--- src/rtl/tinycrypt_pkg.sv ---
// Shared constants for the tinycrypt block cipher engine: register map,
// status bit positions, FSM states and direction encoding.
package tinycrypt_pkg;

  localparam logic [7:0] ADDR_K0     = 8'h00;
  localparam logic [7:0] ADDR_K1     = 8'h04;
  localparam logic [7:0] ADDR_K2     = 8'h08;
  localparam logic [7:0] ADDR_K3     = 8'h0C;
  localparam logic [7:0] ADDR_DELTA  = 8'h10;
  localparam logic [7:0] ADDR_ROUNDS = 8'h14;
  localparam logic [7:0] ADDR_STATUS = 8'h18;

  localparam int unsigned STAT_BUSY = 0;
  localparam int unsigned STAT_ERR  = 1;

  localparam logic MODE_ENC = 1'b0;
  localparam logic MODE_DEC = 1'b1;

  typedef enum logic [1:0] {
    ST_IDLE,
    ST_RUN,
    ST_DONE
  } state_t;

  // Configuration registers that are locked while a block is in flight.
  function automatic logic cfg_addr(input logic [7:0] a);
    return (a == ADDR_K0) || (a == ADDR_K1) || (a == ADDR_K2) ||
           (a == ADDR_K3) || (a == ADDR_DELTA) || (a == ADDR_ROUNDS);
  endfunction

endpackage

--- src/rtl/tinycrypt_if.sv ---
// Block stream handshake plus APB-style register port of tinycrypt.
interface tinycrypt_if #(
  parameter int unsigned W = 16
);
  logic           req;
  logic           mode;
  logic [2*W-1:0] din;
  logic           ready;
  logic           done;
  logic [2*W-1:0] dout;
  logic           psel;
  logic           penable;
  logic           pwrite;
  logic [7:0]     paddr;
  logic [31:0]    pwdata;
  logic [31:0]    prdata;
  logic           pready;

  modport master (
    output req, mode, din, psel, penable, pwrite, paddr, pwdata,
    input  ready, done, dout, prdata, pready
  );

  modport slave (
    input  req, mode, din, psel, penable, pwrite, paddr, pwdata,
    output ready, done, dout, prdata, pready
  );
endinterface

--- src/rtl/tinycrypt_round.sv ---
// One combinational TEA-style round, encrypt or decrypt, on W-bit halves.
module tinycrypt_round
  import tinycrypt_pkg::*;
#(
  parameter int unsigned W   = 16,
  parameter int unsigned SHL = 4,
  parameter int unsigned SHR = 5
) (
  input  logic [W-1:0] x,
  input  logic [W-1:0] y,
  input  logic [W-1:0] sum,
  input  logic [W-1:0] delta,
  input  logic [W-1:0] k0,
  input  logic [W-1:0] k1,
  input  logic [W-1:0] k2,
  input  logic [W-1:0] k3,
  input  logic         mode,
  output logic [W-1:0] x_n,
  output logic [W-1:0] y_n,
  output logic [W-1:0] sum_n
);

  function automatic logic [W-1:0] f(input logic [W-1:0] v, input logic [W-1:0] ka,
                                     input logic [W-1:0] kb, input logic [W-1:0] s);
    return ((v << SHL) + ka) ^ (v + s) ^ ((v >> SHR) + kb);
  endfunction

  logic [W-1:0] sum_up;
  logic [W-1:0] x_enc;
  logic [W-1:0] y_dec;

  // Encrypt updates sum first and chains x into y; decrypt undoes that in reverse.
  always_comb begin
    sum_up = sum + delta;
    x_enc  = x + f(y, k0, k1, sum_up);
    y_dec  = y - f(x, k2, k3, sum);
    if (mode == MODE_ENC) begin
      x_n   = x_enc;
      y_n   = y + f(x_enc, k2, k3, sum_up);
      sum_n = sum_up;
    end else begin
      y_n   = y_dec;
      x_n   = x - f(y_dec, k0, k1, sum);
      sum_n = sum - delta;
    end
  end

endmodule

--- src/rtl/tinycrypt.sv ---
// TEA-style block cipher engine: FSM, round counter, working snapshots and
// the APB-style configuration register file.
module tinycrypt
  import tinycrypt_pkg::*;
#(
  parameter int unsigned W      = 16,
  parameter logic [63:0] KEY    = 64'h816f_c52b_09e7_4da3,
  parameter logic [15:0] DELTA  = 16'h1,
  parameter int unsigned SHL    = 4,
  parameter int unsigned SHR    = 5,
  parameter logic [7:0]  ROUNDS = 8'd1
) (
  input  logic      clk,
  input  logic      rst,
  tinycrypt_if.slave bus
);

  localparam logic [W-1:0] K0_RST    = W'(KEY[15:0]);
  localparam logic [W-1:0] K1_RST    = W'(KEY[31:16]);
  localparam logic [W-1:0] K2_RST    = W'(KEY[47:32]);
  localparam logic [W-1:0] K3_RST    = W'(KEY[63:48]);
  localparam logic [W-1:0] DELTA_RST = W'(DELTA);

  state_t state_q, state_d;

  logic [W-1:0] k0_q, k1_q, k2_q, k3_q, delta_q;
  logic [7:0]   rounds_q;
  logic         err_q;
  logic [31:0]  prdata_q;

  logic [W-1:0] wk0, wk1, wk2, wk3, wdelta;
  logic [W-1:0] x_q, y_q, sum_q;
  logic [7:0]   cnt_q;
  logic         mode_q;
  logic [2*W-1:0] dout_q;

  logic [W-1:0] x_n, y_n, sum_n;
  logic busy, accept;
  logic wr_en, rd_en, err_set, cfg_wr;
  logic [31:0] rd_data;
  logic unused_pwdata;

  assign busy   = (state_q == ST_RUN);
  assign accept = bus.req && !busy;

  assign bus.dout    = dout_q;
  assign bus.prdata  = prdata_q;
  assign bus.pready  = 1'b1;
  assign unused_pwdata = ^bus.pwdata;

  tinycrypt_round #(.W(W), .SHL(SHL), .SHR(SHR)) u_round (
    .x(x_q), .y(y_q), .sum(sum_q), .delta(wdelta),
    .k0(wk0), .k1(wk1), .k2(wk2), .k3(wk3), .mode(mode_q),
    .x_n(x_n), .y_n(y_n), .sum_n(sum_n)
  );

  always_ff @(posedge clk or posedge rst) begin
    if (rst) state_q <= ST_IDLE;
    else     state_q <= state_d;
  end

  always_comb begin
    state_d = state_q;
    case (state_q)
      ST_IDLE, ST_DONE: begin
        if (accept) state_d = (rounds_q == '0) ? ST_DONE : ST_RUN;
        else        state_d = ST_IDLE;
      end
      ST_RUN:  if (cnt_q == 8'd1) state_d = ST_DONE;
      default: state_d = ST_IDLE;
    endcase
  end

  always_comb begin
    bus.ready = 1'b1;
    bus.done  = 1'b0;
    case (state_q)
      ST_RUN:  bus.ready = 1'b0;
      ST_DONE: bus.done  = 1'b1;
      default: ;
    endcase
  end

  // Accept snapshots the config registers so mid-flight writes cannot disturb a block.
  always_ff @(posedge clk or posedge rst) begin
    if (rst) begin
      x_q <= '0; y_q <= '0; sum_q <= '0; cnt_q <= '0; mode_q <= MODE_ENC;
      wk0 <= '0; wk1 <= '0; wk2 <= '0; wk3 <= '0; wdelta <= '0;
      dout_q <= '0;
    end else if (accept) begin
      x_q    <= bus.din[W-1:0];
      y_q    <= bus.din[2*W-1:W];
      mode_q <= bus.mode;
      wk0 <= k0_q; wk1 <= k1_q; wk2 <= k2_q; wk3 <= k3_q;
      wdelta <= delta_q;
      cnt_q  <= rounds_q;
      sum_q  <= (bus.mode == MODE_DEC) ? delta_q * W'(rounds_q) : '0;
      if (rounds_q == '0) dout_q <= bus.din;
    end else if (busy) begin
      x_q   <= x_n;
      y_q   <= y_n;
      sum_q <= sum_n;
      cnt_q <= cnt_q - 8'd1;
      if (cnt_q == 8'd1) dout_q <= {y_n, x_n};
    end
  end

  assign wr_en   = bus.psel && bus.penable && bus.pwrite;
  assign rd_en   = bus.psel && !bus.penable;
  assign err_set = wr_en && cfg_addr(bus.paddr) && busy;
  assign cfg_wr  = wr_en && cfg_addr(bus.paddr) && !busy;

  always_comb begin
    rd_data = '0;
    case (bus.paddr)
      ADDR_K0:     rd_data = 32'(k0_q);
      ADDR_K1:     rd_data = 32'(k1_q);
      ADDR_K2:     rd_data = 32'(k2_q);
      ADDR_K3:     rd_data = 32'(k3_q);
      ADDR_DELTA:  rd_data = 32'(delta_q);
      ADDR_ROUNDS: rd_data = 32'(rounds_q);
      ADDR_STATUS: begin
        rd_data[STAT_BUSY] = busy;
        rd_data[STAT_ERR]  = err_q;
      end
      default: rd_data = '0;
    endcase
  end

  always_ff @(posedge clk or posedge rst) begin
    if (rst) begin
      k0_q <= K0_RST; k1_q <= K1_RST; k2_q <= K2_RST; k3_q <= K3_RST;
      delta_q  <= DELTA_RST;
      rounds_q <= ROUNDS;
      err_q    <= 1'b0;
      prdata_q <= '0;
    end else begin
      if (rd_en) prdata_q <= rd_data;
      // A fresh error outranks the clear-on-read of status.
      if (err_set)                                  err_q <= 1'b1;
      else if (rd_en && bus.paddr == ADDR_STATUS)   err_q <= 1'b0;
      if (cfg_wr) begin
        case (bus.paddr)
          ADDR_K0:     k0_q     <= bus.pwdata[W-1:0];
          ADDR_K1:     k1_q     <= bus.pwdata[W-1:0];
          ADDR_K2:     k2_q     <= bus.pwdata[W-1:0];
          ADDR_K3:     k3_q     <= bus.pwdata[W-1:0];
          ADDR_DELTA:  delta_q  <= bus.pwdata[W-1:0];
          ADDR_ROUNDS: rounds_q <= bus.pwdata[7:0];
          default: ;
        endcase
      end
    end
  end

endmodule

--- src/flat_wrapper.sv ---
// flat-port wrapper written by rule: the top's interface ports become plain ports
module tinycrypt_flat import tinycrypt_pkg::*;
#(
  parameter int unsigned W      = 16,
  parameter logic [63:0] KEY    = 64'h816f_c52b_09e7_4da3,
  parameter logic [15:0] DELTA  = 16'h1,
  parameter int unsigned SHL    = 4,
  parameter int unsigned SHR    = 5,
  parameter logic [7:0]  ROUNDS = 8'd1
)
  (clk, rst, bus_req, bus_mode, bus_din, bus_psel, bus_penable, bus_pwrite, bus_paddr, bus_pwdata, bus_ready, bus_done, bus_dout, bus_prdata, bus_pready);
  tinycrypt_if #(.W(W)) bus_i ();
  input  logic clk;
  input  logic rst;
  input wire logic [$bits(bus_i.req)-1:0] bus_req;
  input wire logic [$bits(bus_i.mode)-1:0] bus_mode;
  input wire logic [$bits(bus_i.din)-1:0] bus_din;
  input wire logic [$bits(bus_i.psel)-1:0] bus_psel;
  input wire logic [$bits(bus_i.penable)-1:0] bus_penable;
  input wire logic [$bits(bus_i.pwrite)-1:0] bus_pwrite;
  input wire logic [$bits(bus_i.paddr)-1:0] bus_paddr;
  input wire logic [$bits(bus_i.pwdata)-1:0] bus_pwdata;
  output wire logic [$bits(bus_i.ready)-1:0] bus_ready;
  output wire logic [$bits(bus_i.done)-1:0] bus_done;
  output wire logic [$bits(bus_i.dout)-1:0] bus_dout;
  output wire logic [$bits(bus_i.prdata)-1:0] bus_prdata;
  output wire logic [$bits(bus_i.pready)-1:0] bus_pready;
  assign bus_i.req = bus_req;
  assign bus_i.mode = bus_mode;
  assign bus_i.din = bus_din;
  assign bus_i.psel = bus_psel;
  assign bus_i.penable = bus_penable;
  assign bus_i.pwrite = bus_pwrite;
  assign bus_i.paddr = bus_paddr;
  assign bus_i.pwdata = bus_pwdata;
  assign bus_ready = bus_i.ready;
  assign bus_done = bus_i.done;
  assign bus_dout = bus_i.dout;
  assign bus_prdata = bus_i.prdata;
  assign bus_pready = bus_i.pready;
  tinycrypt #(.W(W), .KEY(KEY), .DELTA(DELTA), .SHL(SHL), .SHR(SHR), .ROUNDS(ROUNDS)) u_core (.clk(clk), .rst(rst), .bus(bus_i));
endmodule
--- config.mk ---
export PLATFORM = sky130hd
export DESIGN_NAME = tinycrypt_flat
export DESIGN_NICKNAME = d
export VERILOG_FILES = /design/src/rtl/tinycrypt_pkg.sv /design/src/rtl/tinycrypt_if.sv /design/src/rtl/tinycrypt_round.sv /design/src/rtl/tinycrypt.sv /design/src/flat_wrapper.sv
export SDC_FILE = /design/constraint.sdc
export NUM_CORES = 1
export LEC_CHECK = 0
export ABC_AREA = 1
export BUFFER_PORTS_ARGS = -buffer_cell sky130_fd_sc_hd__buf_2
export CORE_MARGIN = 4
export CORE_UTILIZATION = 64
export DETAILED_ROUTE_END_ITERATION = 8
export GPL_TIMING_DRIVEN = 0
export PLACE_DENSITY = 0.83
export SLEW_MARGIN = 20
export SYNTH_ARGS = -nofsm -noshare
export SYNTH_HDL_FRONTEND = slang
export SYNTH_SLANG_ARGS = --single-unit
--- constraint.sdc ---
create_clock -name clk -period 9.9 [get_ports clk]
set_input_delay 1.485 -clock clk [delete_from_list [all_inputs] [get_ports clk]]
set_output_delay 1.485 -clock clk [all_outputs]
set_load 0.1 [all_outputs]
==> impl_results.md, run 1 <==
* Drt wl/cell at 22.5 um
* Top_reg_cell synth: dfrtp_1
* # rows at 73
* Asr flop ratio synth at 100%
* CTS sink count at roughly 280
* DRC Markers at 0
* Most frequent cell on the critical path: nand2_1
* Vias in the first global route at roughly 24k
* Worst Slack Setup Final at roughly 0.53 ns
* Worst slew pin tran at 1.21 ns
* Final period util at a little over nine tenths
* Post-route ant nets at 0
* Worst hold path class: register to register
* CTS buffer count at 30
* RSZ-0062 raised after global routing: false
* Largest net degree at the start of global routing at 99
* Clock Skew at 0.0353 ns
* Final wirelength at between 90 and 100 mm
* Setup repair bufs after CTS at 0
* Clk buf depth at 3
* Starting Density at 65.4%
* Hold buffer count at cts at 0
* Hold Slack at around 0.47 ns
* Crit path kind: register to register
* Sequential Area at roughly 6900 sq um
* WP data arrival at just under 10 ns
* Die area at around 44000 sq um
* 1st-iter DRT viols at between 2k and 3k
* Max Clk Rate at between 100 and 150 MHz
* Synth unique cells at between 60 and 70
* Worst path max stage delay at between 0.7 and 0.8 ns
* Worst EP required at slightly above 10 ns
* Max-slew violations at 0
* Routability Congestion at 1.03
* Post-synth EDFFs at 0
* Status: finished, final reports clean
* Syn-to-layout area delta at 9.28%
* Grt ovf at 0
* Die W at around 210 um
* YS warnings at 0
* Mean Syn Cell Area at between 7 and 8 sq um
* First-pass GRT wire length at about 140 mm
* Final hold vios at 0
* Minimum clock period at roughly 9.4 ns
* I/O pin cnt at 146
* CP max-delay cell: xor2_1
* Max_cap viols at 0
* Gr usage total at between 40% and 50%
* CTS clk-pin slew, worst paths at 0.06 ns
* Pre-CTS setup slack at 0.700 ns
* CTS root buf: clkbuf_16
* # H-tree levels at 1
* CP Max Fanout at 7
* Layout cells sized above 1 at under 10%
* Layout net count at 4076
* Antenna violations before repair at 1
* CTS tree: yes
* Max-slew headroom at 19.2%
* Height of the die at about 210 um
* First drt pass iteration count at 6
* Core box area at 40200 sq um
* Vias post-DR at around 25k
* Hpwl dp at about 76 mm
* Clock Latency Late Sink at 0.62 ns
* Post-Synthesis Cells at roughly 3.5k
* I/O Buffers at approximately 110
* Final setup fails at 0
* Vias per cell at approximately 6.0
* Register area share after synthesis at around a quarter
* Area of the multi-input gates at approximately 17000 sq um
* Critical Path Sink Type: register
* Startpoint Class: register
* Mapped Area at 26300 sq um
* Fin Setup TNS at 0 ns
* #FFs+latches synth at 276
* Fill count at 3411
repair_timing:
item                                   in CTS  in global routing
resized for setup                           0                  2
setup endpoints to repair                   0                  2
endpoints found under the hold margin       0                  0
layout make-up:
type	instances	area share [%]
plain buffers	111	1.77
multi-input cells	2606	59.2
repair buffers	115	2.20
diodes	1	0.00871
clock buffers	40	2.92
flip-flops and latches	276	24.2
inverters	505	6.63
clock inverters	16	0.771
well taps	525	2.29
layout by cell type, fill, tap and decap left out, types with 5 or more instances in the layout:
cell | netlist | layout
a21boi_0 | 5 | 5
nand3_1 | 98 | 98
clkbuf_1 | 79 | 84
dfrtp_1 | 242 | 242
o21bai_1 | 28 | 28
or2_2 | 11 | 11
buf_2 | 9 | 121
clkinv_1 | 7 | 7
nand4_1 | 11 | 11
mux2_2 | 9 | 9
nand2_2 | 5 | 5
a21o_1 | 13 | 13
fa_1 | 78 | 78
buf_4 | 18 | 18
o31ai_1 | 8 | 8
nor3_1 | 40 | 40
a211oi_1 | 13 | 13
ha_1 | 274 | 274
o221ai_1 | 12 | 12
clkbuf_16 | 0 | 30
clkbuf_8 | 0 | 5
clkinv_2 | 0 | 6
conb_1 | 2 | 17
o21ai_0 | 280 | 280
o2111ai_1 | 10 | 10
nand3b_1 | 7 | 7
inv_1 | 496 | 495
nor2_1 | 148 | 147
nand2_1 | 808 | 808
a21oi_1 | 262 | 262
a31oi_1 | 18 | 18
o22ai_1 | 38 | 38
dfstp_2 | 34 | 34
o211ai_1 | 20 | 20
nor4_1 | 5 | 5
xnor2_1 | 120 | 120
xor2_1 | 221 | 219
critical path: cells and delay by family (launching register included):
kind | cells | cell delay [ns]
AO/OA/AOI/OAI | 11 | 2.35
XOR/XNOR | 5 | 2.00
buffers and inverters | 5 | 0.57
AND/OR/NAND/NOR | 16 | 1.65
adder cells (fa/ha/maj) | 6 | 2.17
flip-flops | 1 | 0.54
final timing paths:
| kind | endpoint | slack, ns | startpoint | cells after the start |
|---|---|---|---|---|
| min in group asynchronous | u_core.k2_q[2]$_DFFE_PP0P_ | 0.94 | rst | 2 |
| hold / removal | u_core.bus.dout[2]$_DFFE_PP0P_ | 0.47 | u_core.bus.dout[2]$_DFFE_PP0P_ | 2 |
| max in group asynchronous | u_core.wdelta[9]$_DFFE_PP0P_ | 8.02 | rst | 3 |
| setup / recovery | u_core.y_q[15]$_DFFE_PP0P_ | 0.53 | u_core.sum_q[2]$_DFFE_PP0P_ | 43 |
| setup reg to reg | u_core.y_q[15]$_DFFE_PP0P_ | 0.53 | u_core.sum_q[2]$_DFFE_PP0P_ | 43 |
| hold reg to reg | u_core.bus.dout[2]$_DFFE_PP0P_ | 0.47 | u_core.bus.dout[2]$_DFFE_PP0P_ | 2 |
through the flow:
| step | instance area [sq um] | std cells | util, % |
|---|---|---|---|
| finish | 28700 | 4195 | 71.5 |
| floorplan | 26300 | 3498 | - |
| global placement | 27600 | 4135 | 68.6 |
| global route | 28700 | 4194 | 71.4 |
| CTS | 28700 | 4194 | 71.4 |
| detailed placement | 27600 | 4138 | 68.8 |
sequential cells by signal, summed over array words and instances, names as in the netlist, 16 cells and up:
name / count
u_core.k1_q: 16
u_core.k0_q: 16
u_core.wk2: 16
u_core.bus.dout: 32
u_core.wk1: 16
u_core.k2_q: 16
u_core.bus.prdata: 16
u_core.x_q: 16
u_core.delta_q: 16
u_core.wk0: 16
u_core.wdelta: 16
u_core.y_q: 16
u_core.wk3: 16
u_core.k3_q: 16
u_core.sum_q: 16
synth_stat cells (all sizes together), types with 3 or more instances:
master / instances / area share, %
nor3b: 3 / 0.086
nor3: 43 / 0.88
a211oi: 13 / 0.37
o22ai: 38 / 0.90
or2: 11 / 0.26
nor2: 151 / 2.2
inv: 498 / 7.1
nand3b: 8 / 0.24
a21oi: 263 / 5.0
and2: 3 / 0.071
nand4: 11 / 0.26
a21o: 13 / 0.37
mux2: 9 / 0.39
fa: 78 / 5.9
clkinv: 7 / 0.10
clkbuf: 82 / 1.2
o2111ai: 10 / 0.33
a221oi: 3 / 0.10
xnor2: 120 / 4.0
dfrtp: 242 / 23
xor2: 222 / 7.4
o21bai: 28 / 0.80
o21ai: 286 / 5.5
a21boi: 8 / 0.23
ha: 274 / 13
a221o: 3 / 0.11
buf: 29 / 0.74
o211ai: 20 / 0.57
o21a: 3 / 0.086
o31ai: 8 / 0.23
a31oi: 18 / 0.43
nand2: 813 / 12
dfstp: 34 / 3.4
o221ai: 12 / 0.40
nor4: 5 / 0.12
nand3: 102 / 2.0
logic make-up after synthesis:
family	after synthesis	share of synthesized area, %
AO/OA/AOI/OAI	736	15.8
XOR/XNOR	342	11.4
adder cells (fa/ha/maj)	352	19.0
buffers and inverters	616	9.15
flip-flops	276	26.4
multiplexers	9	0.386
other	2	0.0286
AND/OR/NAND/NOR	1150	17.8
layer usage:
metal	up-vias	track usage, %	routed length [um]	part of all wire (%)
met2	1571	63.8	40200	43
li1	11628	-	-	-
met3	345	9.34	12000	13
met4	0	24.8	7280	7.7
met1	11790	54.5	34800	37
met5	-	0	0	0
Power of run 1 is not shown: default switching activity piles up to over one toggle a cycle in this logic, so the estimate is an artifact.
==> run 2: changes to the inputs <==
CTS_BUF_LIST = sky130_fd_sc_hd__clkbuf_4 sky130_fd_sc_hd__clkbuf_8 sky130_fd_sc_hd__clkbuf_16   (was not set)
==> impl_results.md, run 2 (synthesized netlist as in run 1, its figures left out) <==
* Layout cells sized above 1 at 7.69% (was 7.55%)
* Final period util at 96.2% (was 94.7%)
* Sequential Area at 6950 sq um (unchanged)
* # H-tree levels at 1 (unchanged)
* 1st-iter DRT viols at 2929 (was 2846)
* I/O Buffers at 112 (unchanged)
* Starting Density at 65.4% (unchanged)
* I/O pin cnt at 146 (unchanged)
* Max Clk Rate at 105 MHz (was 107 MHz)
* CP Max Fanout at 7 (unchanged)
* Commonest non-fill, non-tap cell in the layout: nand2_1 (unchanged)
* Commonest non-fill, non-tap cells in the layout: nand2_1, inv_1, o21ai_0 (unchanged)
* Fill count at 3403 (was 3411)
* Antenna violations before repair at 1 (unchanged)
* Layout net count at 4076 (unchanged)
* Height of the die at 211 um (unchanged)
* Max_cap viols at 0 (unchanged)
* CTS sink count at 276 (unchanged)
* First-pass GRT wire length at 141 mm (was 142 mm)
* Final hold vios at 0 (unchanged)
* Die W at 211 um (unchanged)
* Worst path max stage delay at 0.69 ns (was 0.71 ns)
* Drt wl/cell at 22.5 um (about the same)
* Hold buffer count at cts at 0 (unchanged)
* # rows at 73 (unchanged)
* Status: finished, final reports clean (unchanged)
* Hold Slack at 0.470 ns (about the same)
* Worst r2r path cells at 45 (was 43)
* Dpl cells at 4138 (unchanged)
* Gr usage total at 41.7% (about the same)
* Worst slew pin tran at 1.19 ns (was 1.21 ns)
* DRC Markers at 0 (unchanged)
* Worst hold path class: register to register (unchanged)
* Fin area at 28700 sq um (about the same)
* Setup repair bufs after CTS at 0 (unchanged)
* Syn-to-layout area delta at 9.35% (was 9.28%)
* Clock Skew at 0.0313 ns (was 0.0353 ns)
* CTS clk-pin slew, worst paths at 0.06 ns (about the same)
* Post-route ant nets at 0 (unchanged)
* Area of the multi-input gates at 17000 sq um (unchanged)
* Clk buf depth at 3 (unchanged)
* Most frequent cell on the critical path: nand2_1 (unchanged)
* Vias in the first global route at 24.3k (about the same)
* Post-place instance area at 27600 sq um (unchanged)
* Crit path kind: register to register (unchanged)
* Routability Congestion at 1.03 (unchanged)
* Minimum clock period at 9.52 ns (was 9.37 ns)
* Startpoint Class: register (unchanged)
* Clock Latency Late Sink at 0.62 ns (about the same)
* Hpwl dp at 75.7 mm (unchanged)
* Core box area at 40200 sq um (unchanged)
* Resize count post-CTS at 0 (unchanged)
* Vias per cell at 6.02 (was 6.04)
* Worst EP required at 10.44 ns (was 10.39 ns)
* Vias post-DR at 25.3k (about the same)
* Final setup fails at 0 (unchanged)
* CTS root buf: clkbuf_16 (unchanged)
* CTS buffer count at 30 (unchanged)
* Max-slew headroom at 20.8% (was 19.2%)
* CP max-delay cell: xor2_1 (unchanged)
* Hold Path Depth at 2 (unchanged)
* First drt pass iteration count at 8 (was 6)
* RSZ-0062 raised after global routing: false (unchanged)
* Max-slew violations at 0 (unchanged)
* Final non-filler cell total at 4195 (unchanged)
* CTS tree: yes (unchanged)
* Die area at 44400 sq um (unchanged)
* Grt ovf at 0 (unchanged)
* Number of flip-flops under the largest register name at 32 (unchanged)
* Largest net degree at the start of global routing at 99 (unchanged)
* Final wirelength at 94.2 mm (was 94.3 mm)
* Critical Path Sink Type: register (unchanged)
* WP data arrival at 10.06 ns (was 9.86 ns)
## run 2: cell counts in the layout (fill, tap and decap cells not counted)
Identical to the previous run, type by type.
## run 2: final timing paths
kind,from,endpoint,slack (ns)
setup / recovery,u_core.sum_q[2]$_DFFE_PP0P_,u_core.y_q[15]$_DFFE_PP0P_,0.38
hold / removal,u_core.bus.dout[2]$_DFFE_PP0P_,u_core.bus.dout[2]$_DFFE_PP0P_,0.47
setup reg to reg,u_core.sum_q[2]$_DFFE_PP0P_,u_core.y_q[15]$_DFFE_PP0P_,0.38
hold reg to reg,u_core.bus.dout[2]$_DFFE_PP0P_,u_core.bus.dout[2]$_DFFE_PP0P_,0.47
max in group asynchronous,rst,u_core.wdelta[9]$_DFFE_PP0P_,8.00
min in group asynchronous,rst,u_core.k2_q[2]$_DFFE_PP0P_,0.94
## run 2: metrics by stage
step | utilization (%) | setup TNS, ns | worst slack (ns)
after global routing | 71.5 | 0 | 0.00789
after floorplan | - | 0 | 0.862
after CTS | 71.5 | 0 | 0.633
after global placement | 68.6 | -502.86 | -2.11
after detailed placement | 68.8 | 0 | 0.700
final | 71.5 | 0 | 0.381
## run 2: area by class of cell
type,count,area share (%)
multi-input combinational,2606,59.2
sequential,276,24.2
inverter,505,6.62
clock buffer,40,2.98
tap,525,2.29
timing repair buffer,115,2.19
buffer,111,1.77
clock inverter,16,0.771
antenna,1,0.00871
## run 2: critical path, delay by kind of cell, from the launching register on
kind                     cells  cell delay [ns]
flip-flops                   1             0.54
XOR/XNOR                     5             1.97
AND/OR/NAND/NOR             19             2.00
adder cells (fa/ha/maj)      6             2.19
AO/OA/AOI/OAI               11             2.28
buffers and inverters        4             0.46
## run 2: metal layers
layer  global-route usage [%]  wire length [um]
met1                     54.3             35100
met2                     63.8             40500
met3                     9.43             11400
met4                     25.1              7240
met5                        0                 0
Power of run 2 is left out for the same reason.
